## config.mk

```make
export PLATFORM = sky130hd
export DESIGN_NAME = mux2_select_sequencer_flat
export DESIGN_NICKNAME = d
export VERILOG_FILES = /design/src/rtl/mux2_select_sequencer_if.sv /design/src/rtl/mux2_select_sequencer.sv /design/src/flat_wrapper.sv
export SDC_FILE = /design/constraint.sdc
export NUM_CORES = 1
export LEC_CHECK = 0
export BUFFER_PORTS_ARGS = -buffer_cell sky130_fd_sc_hd__buf_2
export CORE_MARGIN = 4
export CORE_UTILIZATION = 38
export DETAILED_ROUTE_END_ITERATION = 10
export PLACE_DENSITY = 0.72
export SLEW_MARGIN = 0
export SYNTH_ARGS = -nofsm -noshare
export SYNTH_HDL_FRONTEND = slang
export SYNTH_SLANG_ARGS = --single-unit
```

## constraint.sdc

```tcl
create_clock -name i_clk -period 3.66 [get_ports i_clk]
set_input_delay 0.915 -clock i_clk [delete_from_list [all_inputs] [get_ports i_clk]]
set_output_delay 0.915 -clock i_clk [all_outputs]
set_load 0.1 [all_outputs]
```

## src/rtl/mux2_select_sequencer_if.sv

```systemverilog
// rtl/mux2_select_sequencer_if.sv - control/status bundle between a sequencer user and mux2_select_sequencer
// Signals:
//   en, mode, dwell0, dwell1 : run request and dwell program, driven by the user (master)
//   s0, switch_pulse         : registered Mux2 select and one-cycle select-change flag
//   busy, done, cnt          : run status and cycles remaining in the current dwell
interface mux2_select_sequencer_if #(
  parameter int CNT_W = 8
);
  logic             en;
  logic             mode;
  logic [CNT_W-1:0] dwell0;
  logic [CNT_W-1:0] dwell1;
  logic             s0;
  logic             switch_pulse;
  logic             busy;
  logic             done;
  logic [CNT_W-1:0] cnt;

  modport master (
    output en, mode, dwell0, dwell1,
    input  s0, switch_pulse, busy, done, cnt
  );

  modport slave (
    input  en, mode, dwell0, dwell1,
    output s0, switch_pulse, busy, done, cnt
  );
endinterface

```

## src/rtl/mux2_select_sequencer.sv

```systemverilog
// rtl/mux2_select_sequencer.sv - dwell-programmable S0 select generator for the upstream Mux2 stage
// Ports:
//   i_clk   : rising-edge clock
//   i_rst_n : asynchronous active-low reset
//   bus     : slave side of mux2_select_sequencer_if (en/mode/dwell in, s0/switch/busy/done/cnt out)
module mux2_select_sequencer #(
  parameter int CNT_W = 8
) (
  input  logic                     i_clk,
  input  logic                     i_rst_n,
  mux2_select_sequencer_if.slave   bus
);

  typedef enum logic [1:0] {
    ST_IDLE  = 2'd0,
    ST_HOLD0 = 2'd1,
    ST_HOLD1 = 2'd2,
    ST_DONE  = 2'd3
  } state_t;

  state_t           r_state;
  logic [CNT_W-1:0] r_cnt;
  logic             r_s0;
  logic             r_switch;
  logic             r_busy;
  logic             r_done;

  state_t           w_state_nxt;
  logic [CNT_W-1:0] w_cnt_nxt;
  logic             w_s0_nxt;
  logic             w_switch_nxt;
  logic             w_busy_nxt;
  logic             w_done_nxt;

  // A programmed dwell of 0 behaves like 1, so the load value is max(d,1)-1.
  logic [CNT_W-1:0] w_load0;
  logic [CNT_W-1:0] w_load1;
  assign w_load0 = (bus.dwell0 == '0) ? '0 : bus.dwell0 - CNT_W'(1);
  assign w_load1 = (bus.dwell1 == '0) ? '0 : bus.dwell1 - CNT_W'(1);

  always_ff @(posedge i_clk or negedge i_rst_n) begin
    if (!i_rst_n) begin
      r_state  <= ST_IDLE;
      r_cnt    <= '0;
      r_s0     <= 1'b0;
      r_switch <= 1'b0;
      r_busy   <= 1'b0;
      r_done   <= 1'b0;
    end else begin
      r_state  <= w_state_nxt;
      r_cnt    <= w_cnt_nxt;
      r_s0     <= w_s0_nxt;
      r_switch <= w_switch_nxt;
      r_busy   <= w_busy_nxt;
      r_done   <= w_done_nxt;
    end
  end

  // Next state and next registered outputs. Everything defaults to the IDLE
  // view; dropping en in any state lands here, which gives abort its
  // priority over dwell expiry and suppresses any switch pulse.
  always_comb begin
    w_state_nxt  = ST_IDLE;
    w_cnt_nxt    = '0;
    w_s0_nxt     = 1'b0;
    w_switch_nxt = 1'b0;
    w_busy_nxt   = 1'b0;
    w_done_nxt   = 1'b0;

    unique case (r_state)
      ST_IDLE: begin
        if (bus.en) begin
          w_state_nxt = ST_HOLD0;
          w_cnt_nxt   = w_load0;
          w_busy_nxt  = 1'b1;
        end
      end

      ST_HOLD0: begin
        if (bus.en) begin
          w_busy_nxt = 1'b1;
          if (r_cnt != '0) begin
            w_state_nxt = ST_HOLD0;
            w_cnt_nxt   = r_cnt - CNT_W'(1);
          end else begin
            w_state_nxt  = ST_HOLD1;
            w_cnt_nxt    = w_load1;
            w_s0_nxt     = 1'b1;
            w_switch_nxt = 1'b1;
          end
        end
      end

      ST_HOLD1: begin
        if (bus.en) begin
          if (r_cnt != '0) begin
            w_state_nxt = ST_HOLD1;
            w_cnt_nxt   = r_cnt - CNT_W'(1);
            w_s0_nxt    = 1'b1;
            w_busy_nxt  = 1'b1;
          end else if (!bus.mode) begin
            w_state_nxt  = ST_HOLD0;
            w_cnt_nxt    = w_load0;
            w_switch_nxt = 1'b1;
            w_busy_nxt   = 1'b1;
          end else begin
            // Single pass finished: select returns to I0 without a switch flag.
            w_state_nxt = ST_DONE;
            w_done_nxt  = 1'b1;
          end
        end
      end

      ST_DONE: begin
        // Holding en high parks here, so a new pass needs en to drop first.
        if (bus.en) begin
          w_state_nxt = ST_DONE;
          w_done_nxt  = 1'b1;
        end
      end

      default: begin
        w_state_nxt = ST_IDLE;
      end
    endcase
  end

  assign bus.s0           = r_s0;
  assign bus.switch_pulse = r_switch;
  assign bus.busy         = r_busy;
  assign bus.done         = r_done;
  assign bus.cnt          = r_cnt;

endmodule
```

## src/flat_wrapper.sv

```systemverilog
// flat-port wrapper written by rule: the top's interface ports become plain ports
module mux2_select_sequencer_flat 
#(
  parameter int CNT_W = 8
)
  (i_clk, i_rst_n, bus_en, bus_mode, bus_dwell0, bus_dwell1, bus_s0, bus_switch_pulse, bus_busy, bus_done, bus_cnt);
  mux2_select_sequencer_if #(.CNT_W(CNT_W)) bus_i ();
  input  logic i_clk;
  input  logic i_rst_n;
  input wire logic [$bits(bus_i.en)-1:0] bus_en;
  input wire logic [$bits(bus_i.mode)-1:0] bus_mode;
  input wire logic [$bits(bus_i.dwell0)-1:0] bus_dwell0;
  input wire logic [$bits(bus_i.dwell1)-1:0] bus_dwell1;
  output wire logic [$bits(bus_i.s0)-1:0] bus_s0;
  output wire logic [$bits(bus_i.switch_pulse)-1:0] bus_switch_pulse;
  output wire logic [$bits(bus_i.busy)-1:0] bus_busy;
  output wire logic [$bits(bus_i.done)-1:0] bus_done;
  output wire logic [$bits(bus_i.cnt)-1:0] bus_cnt;
  assign bus_i.en = bus_en;
  assign bus_i.mode = bus_mode;
  assign bus_i.dwell0 = bus_dwell0;
  assign bus_i.dwell1 = bus_dwell1;
  assign bus_s0 = bus_i.s0;
  assign bus_switch_pulse = bus_i.switch_pulse;
  assign bus_busy = bus_i.busy;
  assign bus_done = bus_i.done;
  assign bus_cnt = bus_i.cnt;
  mux2_select_sequencer #(.CNT_W(CNT_W)) u_core (.i_clk(i_clk), .i_rst_n(i_rst_n), .bus(bus_i));
endmodule
```

* Word-level counts from Yosys, hierarchy flattened *
Cells that the tools add are included.

word-level totals
  register bits after elaboration = 14
  output and inout bits = 12
  input port bits = 20
  logic and storage cells = 51

operators by class
  equal/unequal tests = 3
  reductions and logical operators = 5
  multiplexer cells = 34
  $add $sub $neg = 3

operators with widths
  kind                   number
  $mux W8                8
  $pmux W8 S3            1
  $sub A8 B1 Y8 const B  3
  $logic_not A8 Y1       2
  $mux W1                14
  $mux W2                6
  $pmux W1 S2            4
  $pmux W2 S4            1
  $reduce_bool A8 Y1     1
  $eq A2 B2 Y1 const B   2
  $eq A2 B1 Y1 const B   1
  $logic_not A2 Y1       1
  $reduce_or A2 Y1       1

* Longest topological paths before layout *
Gate-level depths: netlist of the first run.

  word-level depth = 6
  depth in mapped cells = 8
  mapped depth without buffers = 7

* Worst setup path before layout of the first run *
Ideal clock, no wire load.

  path type = register -> register
  start = reg u_core.r_cnt[0] (netlist: u_core.bus.cnt[0])
  end = reg u_core.r_cnt[6] (netlist: u_core.bus.cnt[6])
  required time = 3.559 ns
  stages on the path, launching flop included = 8
  clock period less this slack = 2.434 ns
  path slack = 1.226 ns
  arrival time = 2.334 ns
  buffers on the path = 0
  setup time = 0.101 ns
  cell sequence = dfrtp_1 inv_1 ha_1 or3b_2 nor3_1 xor2_1 a31oi_1 o32ai_1

on the way
  word-level cells in the longest chain between the ends = 4
  elaborated cells between the ends (all ways) = 7
  classes of those cells = 1 x add/sub; 5 x mux; 1 x reduce/logical

ends and longest elaborated chain
  item                                                 line                                                      source
  from (decl)                                          mux2_select_sequencer.sv:22                               logic [CNT_W-1:0] r_cnt;
  from (signal assigned)                               mux2_select_sequencer.sv:51                               r_cnt <= w_cnt_nxt;
  $sub A8 B1 Y8 or $reduce_bool A8 Y1 (tied branches)  --
  $mux W8 (on tied branches)                           mux2_select_sequencer.sv:96, mux2_select_sequencer.sv:82
  $mux W8 (on tied branches)                           mux2_select_sequencer.sv:95, mux2_select_sequencer.sv:80
  $pmux W8 S3 *                                        mux2_select_sequencer.sv:70                               unique case (r_state)
  net u_core.w_cnt_nxt[6]                              mux2_select_sequencer.sv:29                               logic [CNT_W-1:0] w_cnt_nxt;

Mark *: on every way through the listed nets, which the timed path passes. The rest lies on a longest branch.

* Final worst setup path of the first run *
  start = in bus_dwell0[0]
  end = reg u_core.r_cnt[0] (netlist: u_core.bus.cnt[0])

on the way
  word-level cells in the longest chain between the ends = 6
  elaborated cells between the ends (all ways) = 8
  classes of those cells = 1 x add/sub; 6 x mux; 1 x reduce/logical

ends and longest elaborated chain
  item                                               line                          source
  from (decl)                                        flat_wrapper.sv:12            input wire logic [$bits(bus_i.dwell0)-1:0] bus_dwell0;
  $sub A8 B1 Y8 or $logic_not A8 Y1 (tied branches)  mux2_select_sequencer.sv:38   assign w_load0 = (bus.dwell0 == '0) ? '0 : bus.dwell0 - CNT_W'(1);
  $mux W8 *                                          mux2_select_sequencer.sv:38
  $mux W8                                            mux2_select_sequencer.sv:101  end else if (!bus.mode) begin
  $mux W8                                            mux2_select_sequencer.sv:96   if (r_cnt != '0) begin
  $mux W8                                            mux2_select_sequencer.sv:95   if (bus.en) begin
  $pmux W8 S3 *                                      mux2_select_sequencer.sv:70
  net u_core.w_cnt_nxt[0]                            mux2_select_sequencer.sv:29

Marks and branches as above.

==> results.cfg, run 1 <==
[timing]
worst_pin_slew_ns = 0.639
finalClockSkew_ns = 0.00820
fin_crit_sh_pct = 60.1
setup_tns_ns = 0
hold_viol = 0
slew_viol_final = 0
rsz0062_at_grt = false
hold_ws_ns = 0.489
max_freq_ghz = 0.455
max_slew_margin_pct = 57.0
setup_violations = 0
finalCriticalPeriod_ns = 2.20

[power_and_ir_drop]
power_density_nw_per_um2 = 667
ir_drop_mv = 0.212
p_leak_nw = 0.717

[synthesis]
synth_top_family_by_area = simple AND/OR/NAND/NOR gates
ys.flop_type = dfrtp_1
synth.avg_cell_area_um2 = 7.97
synthSimpleGateAreaFrac_pct = 26.7
yosysMostFrequentCell = nor2_1
synthArstFlopShare_pct = 100
syn-num-nets = 185
netlist_instances = 155
synth-xor-area-share_pct = 7.09
synth_edf_count = 0
synth_top_cell_by_area = dfrtp_1
yosys-top-cells-count = nor2_1 (18), nand2_1 (16), dfrtp_1 (14)
netlist_area_um2 = 1230
synth_adder_area_share_pct = 10.1
synth_top_area_share_pct = 28.4
ys_ff_latch = 14
synth_compound_area_share_pct = 18.4
synthDistinctLibCells = 38
ys_seq_area_share_pct = 28.4
muxShareOfSynthArea_pct = 4.26
yosys-top-cells-area = dfrtp_1 (28%), ha_1 (10%), xor2_1 (5.7%), nor2_1 (5.5%), nand2_1 (4.9%)
yosysWarningCount = 0

[floorplanning]
start_util_pct = 40.1
die_h_um = 65.0
rows = 20
die_w_um = 65.0
coreArea_um2 = 3080
die_area_um2 = 4230
ios = 32

[placed_design]
post_dp_cell_area_um2 = 1430
dp_hpwl_um = 2300
gp_congestion = 0.766
port_buffers = 31

[layout]
drive_gt1_share_pct = 21.1
fin_area_um2 = 1460
n_fill_cell = 325
syn_to_final_growth_pct = 18.3
nets = 216
diodes = 0

[cts]
cts.clk_slew.worst_paths_ns = 0.09
post_cts_resized = 0
clock-sinks = 14
clockRootBuffer = clkbuf_4
holdBufCountCts = 0
clock_latency_ns = 0.30
cts_buffer_depth = 2
cts_setup_buffers = 0
h-tree-depth = 1
cts_tree = built
numCtsBuffers = 3

[outcome]
outcome = completed

[setup_path]
reg2reg_to = u_core.bus.cnt[3]
cp.arrival_ns = 2.38
cp.depth = 8
crit_start = bus_dwell0[0]
cp-start-kind = primary input
r2r_start = u_core.bus.cnt[4]
reg2reg_depth = 5
r2r_slack_ns = 1.49
cp_slowest_stage_delay_ns = 0.47
critPathKind = primary input to flip-flop
crit_fanout = 5
crit_slowest_cell = nor4b_1
cp_cell_sequence = buf_2 -> inv_1 -> ha_1 -> nor4b_1 -> nor2b_1 -> nor4_1 -> o211ai_1 -> a31oi_1
end_kind = flip-flop
crit_family = simple AND/OR/NAND/NOR gates
cp.required_ns = 3.84
cp_num_buf_inv = 2

[global_routing]
grtUsageTotal_pct = 14.5
grt_pass1_wl_um = 4850
grt_max_degree = 15
grt_pass1_vias = 1138
antenna_found_initial = 0
grt-ovfl-total = 0

[detailed_routing]
routed_wl_um = 2820
postRouteAntennaNets = 0
vias = 1192
first_pass_iters = 4
wl_per_cell_um = 12.3
drc = 0
avgViaCountPerCell = 5.21
drt-initial-drc-count = 41

[flow_run]
max_cap_viol_count = 0

[hold_path]
hp-class = primary input to async pin
cell families (layout without fill, tap and decap cells):
logic type	count (synthesis)	in the layout
adders and majority gates	10	10
DFF	14	14
and+or+nand+nor	65	65
muxes	5	5
buffers and inverters	16	46
AOI/OAI and AO/OA	35	35
xor gates and xnor gates	10	10
layer usage:
| metal | up-vias | GRT usage [%] | share of wire, % |
|---|---|---|---|
| met5 | - | 0 | 0 |
| met3 | 3 | 1.56 | 3.8 |
| met2 | 25 | 25.0 | 48 |
| met4 | 0 | 5.54 | 1.2 |
| met1 | 557 | 18.4 | 47 |
| li1 | 607 | - | - |
metrics by stage:
step                      power (mW)  utilization (%)  setup WS [ns]  instances
after detailed placement       0.859             46.3           1.15        225
final                          0.974             47.5           1.46        229
after floorplan                0.743                -           1.23        155
after CTS                      0.976             47.5           1.46        229
after global routing            1.04             47.5           1.24        229
after global placement         0.857             46.3           1.19        225
power breakdown:
part	switching [mW]	total [mW]	internal, mW
clock	0.0553	0.116	0.0607
sequential	0.0454	0.237	0.192
combinational	0.454	0.621	0.167
worst max path at each step:
stage / to / slack (ns)
CTS: u_core.bus.cnt[0] / 1.46
detailed placement: u_core.bus.cnt[0] / 1.15
global placement: u_core.bus.cnt[0] / 1.19
floorplan: u_core.bus.cnt[6] / 1.23
global route: u_core.bus.cnt[0] / 1.24
finish: u_core.bus.cnt[0] / 1.46
layout by cell type, fill, tap and decap left out, types with 2 or more instances in the layout:
cell / netlist / final
a31oi_1: 5 / 5
dfrtp_1: 14 / 14
o32ai_1: 2 / 2
nor2_1: 18 / 18
xnor2_1: 2 / 2
xor2_1: 8 / 8
o21ai_0: 4 / 4
inv_1: 11 / 11
nor3_1: 5 / 5
nor4_1: 3 / 3
clkbuf_4: 0 / 3
nor2b_1: 3 / 3
a21oi_1: 11 / 11
and2_1: 4 / 4
nand2_1: 16 / 16
or3_1: 2 / 2
nand2b_1: 6 / 6
mux2i_1: 3 / 3
a22oi_1: 5 / 5
mux2_2: 2 / 2
ha_1: 10 / 10
buf_2: 1 / 31
or4_1: 2 / 2
final cells by class:
class | count | area (um^2) | area share, %
clock buffer | 4 | 36.3 | 2.48
tap | 44 | 55.1 | 3.77
inverter | 11 | 41.3 | 2.83
timing repair buffer | 31 | 155 | 10.6
multi-input combinational | 125 | 823 | 56.3
sequential | 14 | 350 | 24.0
flip-flops by register name (all words and copies together) (netlist names):
signal                   count
u_core.bus.s0                1
u_core.bus.cnt               8
u_core.bus.done              1
u_core.bus.busy              1
u_core.bus.switch_pulse      1
u_core.r_state               2
Note: power is estimated with default switching activity, not from simulation.
==> run 2: changes to the inputs <==
Settings changed: ABC_AREA set to 1.
Clock period 3.66 ns to 2 ns, I/O delays scaled along.
==> run 2 against run 1 <==
  * Register-to-register slack got worse by 1.3 ns
  * Combinational power increased by 61%
  * Non-clock buffer count increased by 2
  * Routed wire length increased by 25%
  * Global-route usage increased by 0.43 points
  * Sequential share of layout area decreased by 3.7 points
  * Clock power increased by 130%
  * Count of clock-buffer cells in the layout unchanged
  * Critical path type is now flip-flop to flip-flop
  * Highest routed layer unchanged
==> results.cfg, run 2 <==
[floorplanning]
rows = 22
start_util_pct = 39.8
die_h_um = 70.1
die_w_um = 70.1
coreArea_um2 = 3690
die_area_um2 = 4920
ios = 32

[placed_design]
dp_hpwl_um = 2980
gp_congestion = 0.897
dpl_worst_slack_ns = 0.136
port_buffers = 31
post_dp_cell_area_um2 = 1680

[setup_path]
cp-start-kind = flip-flop
cp.required_ns = 2.18
crit_slowest_cell = dfrtp_2
crit_fanout = 10
cp.arrival_ns = 1.99
crit_family = simple AND/OR/NAND/NOR gates
critPathKind = flip-flop to flip-flop
end_kind = flip-flop
cp_cell_sequence = inv_1 -> ha_2 -> nand2_4 -> nor2_4 -> buf_4 -> nor2_2 -> nor2_1 -> nand2_1 -> nand3_1 -> nand2_1 -> inv_1
cp_slowest_stage_delay_ns = 0.40
reg2reg_depth = 11
cp_num_buf_inv = 3
cp.depth = 11

[synthesis]
netlist_instances = 230
synth_top_cell_by_area = dfrtp_1
synth_edf_count = 0
synth.avg_cell_area_um2 = 6.38
yosys-top-cells-count = nand2_1 (53), inv_1 (32), nor2_1 (31)
syn-num-nets = 260
ys_seq_area_share_pct = 23.9
ys.flop_type = dfrtp_1
yosysWarningCount = 0
synthDistinctLibCells = 28
synthArstFlopShare_pct = 100
yosysMostFrequentCell = nand2_1
synth_top_area_share_pct = 23.9
ys_ff_latch = 14
netlist_area_um2 = 1470
yosys-top-cells-area = dfrtp_1 (24%), nand2_1 (14%), ha_1 (8.5%), nand3_1 (8.5%), inv_1 (8.2%)

[timing]
worst_pin_slew_ns = 0.487
finalClockSkew_ns = 0.00910
setup_violations = 0
max_freq_ghz = 0.553
hold_viol = 0
max_slew_margin_pct = 67.8
fin_crit_sh_pct = 90.4
slew_viol_final = 0
rsz0062_at_grt = false
setup_tns_ns = 0
fin_ws_ns = 0.192
finalCriticalPeriod_ns = 1.81
hold_ws_ns = 0.135

[layout]
final_util_pct = 47.1
nets = 295
mostFrequentLayoutCells = nand2_1 (53), inv_1 (32), nor2_1 (31), buf_2 (31), nand3_1 (25)
diodes = 0
largest_reg_flops = 8
drive_gt1_share_pct = 21.6
fin_area_um2 = 1740
syn_to_final_growth_pct = 18.4
layout_commonest_cell = nand2_1

[cts]
holdBufCountCts = 0
clockRootBuffer = clkbuf_8
post_cts_resized = 0
cts_tree = built
clock-sinks = 14
h-tree-depth = 1
numCtsBuffers = 3
cts_buffer_depth = 2
clock_latency_ns = 0.25
cts_setup_buffers = 0
cts.clk_slew.worst_paths_ns = 0.06

[outcome]
outcome = completed

[global_routing]
grt_max_degree = 15
antenna_found_initial = 0
grt_pass1_vias = 1406
grtUsageTotal_pct = 14.9
grt_pass1_wl_um = 6150
grt-ovfl-total = 0

[detailed_routing]
first_pass_iters = 4
drc = 0
routed_wl_um = 3510
drt-initial-drc-count = 75
avgViaCountPerCell = 4.86
wl_per_cell_um = 11.2
postRouteAntennaNets = 0
vias = 1517

[power_and_ir_drop]
p_leak_nw = 0.901
power_density_nw_per_um2 = 961
ir_drop_mv = 0.295

[hold_path]
hp-class = primary input to async pin

[flow_run]
max_cap_viol_count = 0
## run 2: metrics by stage
| step | std cells | total power [mW] |
|---|---|---|
| 4_1_cts | 312 | 1.67 |
| 2_1_floorplan | 230 | 1.21 |
| 3_5_place_dp | 308 | 1.39 |
| 6_report | 312 | 1.67 |
| 3_3_place_gp | 308 | 1.38 |
| 5_1_grt | 312 | 1.78 |
## run 2: area by class of cell
class | count | area [um^2]
Tap cell | 48 | 60.1
Sequential cell | 14 | 353
Timing Repair Buffer | 33 | 170
Inverter | 38 | 143
Multi-Input combinational cell | 175 | 956
Fill cell | 395 | 1950
Clock buffer | 4 | 55.1
## run 2: cells by family (layout without fill, tap and decap cells)
group | after synthesis | after routing | share of synthesized area [%]
AO/OA/AOI/OAI | 26 | 26 | 9.64
AND/OR/NAND/NOR | 131 | 131 | 42.1
XOR/XNOR | 8 | 8 | 4.78
flip-flops | 14 | 14 | 23.9
adder cells (fa/ha/maj) | 10 | 10 | 8.53
buffers and inverters | 41 | 75 | 11.1
## run 2: where the power goes
part | total (mW) | switching (mW) | internal, mW
Combinational | 1.00 | 0.750 | 0.254
Clock | 0.272 | 0.0975 | 0.174
Sequential | 0.393 | 0.0569 | 0.336
## run 2: final timing paths
path | startpoint | to | slack (ns)
setup / recovery | u_core.bus.cnt[0] | u_core.bus.cnt[0] | 0.19
hold / removal | i_rst_n | u_core.bus.cnt[3] | 0.14
setup reg to reg | u_core.bus.cnt[0] | u_core.bus.cnt[0] | 0.19
hold reg to reg | u_core.r_state[1] | u_core.bus.busy | 0.67
max in group asynchronous | i_rst_n | u_core.bus.cnt[0] | 1.60
min in group i_clk | bus_en | u_core.bus.busy | 0.62
## run 2: layer usage
layer	share of wire (%)	global-route usage (%)	up-vias
met2	46	24.0	42
met5	0	0	-
met4	1.3	5.74	0
met3	5.5	1.01	4
li1	-	-	799
met1	47	20.7	672
